**src/rtl/riscv_pkg.sv**
```systemverilog
// Shared types and constants for the RISC-V core front end.
package riscv_pkg;

    localparam int unsigned XLEN = 32;

    // addi x0, x0, 0
    localparam logic [XLEN-1:0] INSTR_NOP = 32'h0000_0013;

    typedef struct packed {
        logic [XLEN-1:0] pc;
        logic [XLEN-1:0] instr;
    } fetch_entry_t;

    typedef enum logic {
        RUN,
        FLUSH
    } fetch_state_t;

    // Force a byte address onto a word boundary.
    function automatic logic [XLEN-1:0] word_align(input logic [XLEN-1:0] addr);
        return {addr[XLEN-1:2], 2'b00};
    endfunction

endpackage

```
**src/rtl/fetch_fifo.sv**
```systemverilog
// Circular buffer of fetched {pc, instr} entries between fetch and decode.
// Flush wins over push and pop; a push is accepted when full only if a pop
// frees the head in the same cycle.
module fetch_fifo
    import riscv_pkg::*;
#(
    parameter int unsigned DEPTH = 2
) (
    input  logic                     clk,
    input  logic                     rst_n,
    input  logic                     push_i,
    input  fetch_entry_t             push_data_i,
    input  logic                     pop_i,
    input  logic                     flush_i,
    output fetch_entry_t             head_o,
    output logic                     full_o,
    output logic                     empty_o,
    output logic [$clog2(DEPTH):0]   count_o
);

    localparam int unsigned PtrW = $clog2(DEPTH);
    localparam int unsigned CntW = PtrW + 1;

    logic [PtrW-1:0] wr_ptr_q, wr_ptr_d;
    logic [PtrW-1:0] rd_ptr_q, rd_ptr_d;
    logic [CntW-1:0] count_q, count_d;
    logic            push_en;
    logic            pop_en;
    logic            write_en;

    fetch_entry_t mem_q [DEPTH];

    assign empty_o  = (count_q == '0);
    assign full_o   = (count_q == CntW'(DEPTH));
    assign pop_en   = pop_i && !empty_o;
    assign push_en  = push_i && (!full_o || pop_en);
    assign write_en = push_en && !flush_i;

    assign head_o  = mem_q[rd_ptr_q];
    assign count_o = count_q;

    // Pointer and occupancy next-state; pointers wrap naturally (DEPTH is a power of two).
    always_comb begin
        wr_ptr_d = wr_ptr_q;
        rd_ptr_d = rd_ptr_q;
        count_d  = count_q;
        if (flush_i) begin
            wr_ptr_d = '0;
            rd_ptr_d = '0;
            count_d  = '0;
        end else begin
            if (push_en) begin
                wr_ptr_d = wr_ptr_q + PtrW'(1);
            end
            if (pop_en) begin
                rd_ptr_d = rd_ptr_q + PtrW'(1);
            end
            case ({push_en, pop_en})
                2'b10:   count_d = count_q + CntW'(1);
                2'b01:   count_d = count_q - CntW'(1);
                default: count_d = count_q;
            endcase
        end
    end

    // Pointer and occupancy registers.
    always_ff @(posedge clk or negedge rst_n) begin
        if (!rst_n) begin
            wr_ptr_q <= '0;
            rd_ptr_q <= '0;
            count_q  <= '0;
        end else begin
            wr_ptr_q <= wr_ptr_d;
            rd_ptr_q <= rd_ptr_d;
            count_q  <= count_d;
        end
    end

    // Entry storage; contents are only observed while count is non-zero, so no reset.
    always_ff @(posedge clk) begin
        if (write_en) begin
            mem_q[wr_ptr_q] <= push_data_i;
        end
    end

    // Occupancy never exceeds the buffer size.
    assert property (@(posedge clk) disable iff (!rst_n) count_q <= CntW'(DEPTH));

endmodule

```
**src/rtl/fetch_unit.sv**
```systemverilog
// Instruction-fetch front end: PC register, next-PC selection, RUN/FLUSH FSM
// and the fetch buffer presenting instructions to decode.
module fetch_unit
    import riscv_pkg::*;
#(
    parameter logic [31:0]  RESET_PC = 32'h0000_0000,
    parameter int unsigned  DEPTH    = 2
) (
    input  logic        clk,
    input  logic        rst_n,
    output logic [31:0] imem_addr,
    input  logic [31:0] imem_rdata,
    input  logic        redirect_valid,
    input  logic [31:0] redirect_pc,
    output logic        out_valid,
    input  logic        out_ready,
    output logic [31:0] out_instr,
    output logic [31:0] out_pc,
    output logic [31:0] out_pc_plus4
);

    logic [XLEN-1:0] pc_q, pc_d;
    fetch_state_t    state_q, state_d;

    logic               fifo_push;
    logic               fifo_pop;
    logic               fifo_full;
    logic               fifo_empty;
    logic [$clog2(DEPTH):0] fifo_count;
    fetch_entry_t       fifo_head;
    fetch_entry_t       fifo_wdata;

    // The memory address is the PC register itself: no input reaches it combinationally.
    assign imem_addr = pc_q;

    // Head is hidden during FLUSH; the buffer is empty then anyway after the flush.
    assign out_valid = !fifo_empty && (state_q == RUN);
    assign fifo_pop  = out_valid && out_ready;

    // Fetch only when not redirecting and there is room (or room is being made).
    assign fifo_push = !redirect_valid && (!fifo_full || fifo_pop);

    assign fifo_wdata.pc    = pc_q;
    assign fifo_wdata.instr = imem_rdata;

    fetch_fifo #(
        .DEPTH (DEPTH)
    ) u_fetch_fifo (
        .clk         (clk),
        .rst_n       (rst_n),
        .push_i      (fifo_push),
        .push_data_i (fifo_wdata),
        .pop_i       (fifo_pop),
        .flush_i     (redirect_valid),
        .head_o      (fifo_head),
        .full_o      (fifo_full),
        .empty_o     (fifo_empty),
        .count_o     (fifo_count)
    );

    // Next PC and FSM state; redirect outranks sequential fetch.
    always_comb begin
        pc_d    = pc_q;
        state_d = RUN;
        if (redirect_valid) begin
            pc_d    = word_align(redirect_pc);
            state_d = FLUSH;
        end else if (fifo_push) begin
            pc_d = pc_q + 32'd4;
        end
    end

    // PC and FSM state registers.
    always_ff @(posedge clk or negedge rst_n) begin
        if (!rst_n) begin
            pc_q    <= RESET_PC;
            state_q <= RUN;
        end else begin
            pc_q    <= pc_d;
            state_q <= state_d;
        end
    end

    // Head-to-output mux: NOP and PC 0 when nothing valid is presented.
    always_comb begin
        out_instr = INSTR_NOP;
        out_pc    = '0;
        if (out_valid) begin
            out_instr = fifo_head.instr;
            out_pc    = fifo_head.pc;
        end
        out_pc_plus4 = out_pc + 32'd4;
    end

    // A redirect always leaves the buffer empty for the FLUSH cycle.
    assert property (@(posedge clk) disable iff (!rst_n) (state_q == FLUSH) |-> (fifo_count == '0));

endmodule

```
**config.mk**
```make
export PLATFORM = sky130hd
export DESIGN_NAME = fetch_unit
export DESIGN_NICKNAME = d
export VERILOG_FILES = /design/src/rtl/riscv_pkg.sv /design/src/rtl/fetch_fifo.sv /design/src/rtl/fetch_unit.sv
export SDC_FILE = /design/constraint.sdc
export NUM_CORES = 1
export LEC_CHECK = 0
export CAP_MARGIN = 20
export CORE_MARGIN = 2
export CORE_UTILIZATION = 44
export CTS_CLUSTER_SIZE = 40
export DETAILED_ROUTE_END_ITERATION = 7
export GPL_ROUTABILITY_DRIVEN = 0
export PLACE_DENSITY = 0.77
export SETUP_SLACK_MARGIN = 0.05
export SYNTH_ARGS = -nofsm -noshare
export SYNTH_HDL_FRONTEND = slang
export SYNTH_SLANG_ARGS = --single-unit
```
**constraint.sdc**
```tcl
create_clock -name clk -period 6.6 [get_ports clk]
set_clock_uncertainty 0.2 [all_clocks]
set_input_delay 1.32 -clock clk [delete_from_list [all_inputs] [get_ports clk]]
set_output_delay 1.32 -clock clk [all_outputs]
set_load 0.02 [all_outputs]
```
==> key figures <==
Run status
  – Status: finished clean

Synth
  – Ys flop type: edfxtp_1
  – Number of synthesized flops with an enable pin: around 120
  – Yosys reg bits: approximately 160
  – Synth Cell Area: between 7000 and 8000 um^2
  – YS warnings: 0
  – Async S/R FF share, synth: 22.0%
  – Post-synthesis sequential area ratio: between 60% and 70%
  – Cells after Synth: 616
  – Synth cell types: 52
  – Syn avg cell area: 12.2 um^2

Cells and area
  – Share of cells above drive strength 1: 6.86%
  – Final instance area: slightly above 10,000 um^2
  – Diode count: 0
  – Final #Nets: between 800 and 900
  – Util after Layout: 61.1%
  – Area delta synth->final: 35.7%

Detailed routing
  – Via density: about 5.3
  – Vias: between 5,000 and 6,000
  – Post-route ant nets: 0
  – Router iterations before antenna repair: 5
  – DRC: 0
  – Final WL: between 15 and 20 mm
  – Starting DRT DRC Count: about 370
  – Wire per inst: 17.6 um

Placed design
  – I/O Buffers: between 150 and 200
  – Hpwl dp: roughly 13 mm
  – Area after DPL: ~9600 um^2

Critical path
  – Reg2Reg Depth: 4
  – Bufs and invs on worst path: 1
  – Critical Path, Cell by Cell: mux2i_1 -> nor2_1 -> ha_1 -> nand4b_1 -> a221oi_2 -> nand4_1 -> nor3_1 -> xor2_1 -> clkdlybuf4s50_1
  – Worst setup EP type: output pin
  – Slowest cell on the critical path: dfrtp_4
  – Crit path largest cell delay: around 0.73 ns
  – WP depth: 9
  – Crit path arrival time: 4.01 ns
  – Crit Path Category: reg2out
  – Crit-path max FO: 27
  – Startpoint types: register
  – Top delay family on crit path: simple AND/OR/NAND/NOR gates
  – CP required: roughly 5.1 ns

Pwr
  – Internal cell power: a little under 2 mW
  – Net Sw Frac: between 20% and 30%
  – Power share of the sequential group: 46.1%
  – NetSw: a little over 800 uW
  – Leakage power: between 3 and 4 nW
  – Clock Power Share: around a third
  – Total power: between 2 and 3 mW
  – VDD IR-drop max: between 0.15 and 0.2 mV
  – Pwr per Cell Area: between 200 and 300 nW/um^2
  – Comb power frac: about a fifth

Floorplan
  – Die Height: 135 um
  – Row count: 47
  – Core ar.: roughly 17,000 um^2
  – Die area: between 15,000 and 20,000 um^2
  – Chip Width: between 100 and 150 um
  – IO Pins: 197
  – Initial Util: between 40% and 50%

GRT
  – Remaining global-route overflow: 0
  – GRT Util Overall: 20.5%
  – Largest net degree at the start of global routing: between 60 and 70
  – First-pass GRT wire length: around 29 mm
  – Number of global-route vias before repair: between 5,000 and 6,000
  – Antenna violations before repair: 0

Timing
  – F_max: ~0.18 GHz
  – Least-Margin Pin Slew: roughly 1.1 ns
  – Hold WS: ~0.33 ns
  – Final hold violations: 0
  – Slew Limit Fails: 0
  – Worst rel slew slack: between 20% and 30%
  – Part of the cycle the worst path needs: between 80% and 90%
  – Setup violators final: 0
  – Fin Setup TNS: 0 ns
  – Crit path time final: 5.53 ns
  – RSZ-0062 raised after global routing: no

CTS
  – Setup Fix Bufs, Post-CTS: 0
  – Number of CTS-inserted buffers: 17
  – Clk buf depth: 2
  – Clk_lat worst skew: ~0.42 ns
  – Root buffer cell: clkbuf_16
  – CTS tree: done
  – Clock sink count: approximately 160
  – CTS Hold Bufs: 0
  – Resized cells post-CTS: 0
  – H-tree levels: 4
  – Clock slew at reported path FFs: approximately 0.070 ns

Hold path
  – Worst hold-check path type: reg2reg
  – Hold Path Stages: 0

Flow run
  – Max-cap violations: 0
[synthesized netlist by cell type, drive strengths merged, types with 8 or more instances]
master / n / area share, %
edfxtp: 124 / 50
dfrtp: 35 / 12
nor4: 14 / 1.5
nor3: 20 / 1.3
nand2: 54 / 2.7
clkbuf: 12 / 0.60
nor2: 78 / 3.9
o21ai: 30 / 2.0
a21oi: 8 / 0.53
nand3: 19 / 1.3
nand3b: 8 / 0.80
nand4: 15 / 1.3
xor2: 41 / 4.8
mux2i: 61 / 8.1
xnor2: 19 / 2.2
buf: 21 / 1.7
[worst reg2reg max path, cell delays in order (launching register included)]
cell and delay [ns]:
dfrtp_1 0.40, nor2b_1 0.30, nor2_1 0.28, nor3b_4 0.80, buf_4 0.47
[sequential cells by signal, indices dropped and copies added (netlist names)]
register and flops:
u_fetch_fifo.mem_q 124, imem_addr 30, u_fetch_fifo.count_o 2, state_q 1, u_fetch_fifo.rd_ptr_q 1, u_fetch_fifo.wr_ptr_q 1
[power groups by stage]
stage          Combinational (mW)  Sequential, mW  Clock, mW
3_3_place_gp                0.565            1.29          0
6_report                    0.575            1.28      0.927
5_1_grt                     0.619            1.30      0.987
4_1_cts                     0.579            1.28      0.945
3_5_place_dp                0.575            1.30          0
2_1_floorplan               0.306            1.30          0
[through the flow]
| stage | worst slack, ns | cells |
|---|---|---|
| floorplan | 1.72 | 621 |
| global placement | 1.57 | 1003 |
| detailed placement | 1.50 | 1003 |
| CTS | 1.04 | 1035 |
| global route | 0.749 | 1036 |
| finish | 1.07 | 1036 |
[logic make-up (layout without fill, tap and decap cells)]
group,after synthesis,after routing,share of synthesized area (%)
and+or+nand+nor,233,233,15.2
DFF,159,159,61.3
muxes,62,62,8.29
AOI/OAI and AO/OA,60,60,5.16
xor gates and xnor gates,60,60,7.01
buffers and inverters,39,234,2.64
adders and majority gates,2,2,0.334
other,1,6,0.0500
[cell usage in the layout (no fill, tap or decap), types with 3 or more instances in the layout]
cell type	n
o21ai_1	7
and3_1	4
a22oi_1	3
xnor2_1	19
a211oi_1	3
nand3b_1	8
nand3_1	19
nor3_1	19
conb_1	6
mux2i_1	61
clkdlybuf4s50_1	187
nand4_1	14
inv_8	6
dfrtp_1	34
edfxtp_1	124
nand2b_1	4
nand4b_1	3
inv_1	6
inv_6	4
nor2b_1	4
nor4_2	4
clkbuf_16	17
o21ai_0	23
a21oi_1	8
buf_4	7
nor2_1	77
nor4_1	10
xor2_1	41
nand2_1	54
[routing by layer]
| metal | up-vias | global-route usage [%] | wire [um] |
|---|---|---|---|
| met5 | - | 0 | 0 |
| met4 | 0 | 7.49 | 348 |
| met3 | 29 | 4.84 | 1330 |
| met2 | 245 | 34.3 | 8890 |
| met1 | 2599 | 26.2 | 7690 |
| li1 | 2617 | - | - |
[layout make-up]
type / instances / area, um^2
Timing Repair Buffer: 196 / 1960
Multi-Input combinational cell: 423 / 2750
Clock buffer: 17 / 425
Fill cell: 1241 / 6470
Clock inverter: 15 / 139
Tap cell: 220 / 275
Sequential cell: 159 / 4600
Inverter: 6 / 22.5
[worst paths after layout]
path                                       start                         to  slack, ns
setup / recovery           u_fetch_fifo.rd_ptr_q           out_pc_plus4[22]       1.07
hold / removal                     imem_addr[31]  u_fetch_fifo.mem_q[1][63]       0.33
setup reg to reg                         state_q  u_fetch_fifo.mem_q[1][17]       3.80
hold reg to reg                    imem_addr[31]  u_fetch_fifo.mem_q[1][63]       0.33
max in group asynchronous                  rst_n      u_fetch_fifo.rd_ptr_q       4.71
min in group asynchronous                  rst_n              imem_addr[29]       1.12
No activity file was read; power rests on OpenSTA's default activity.
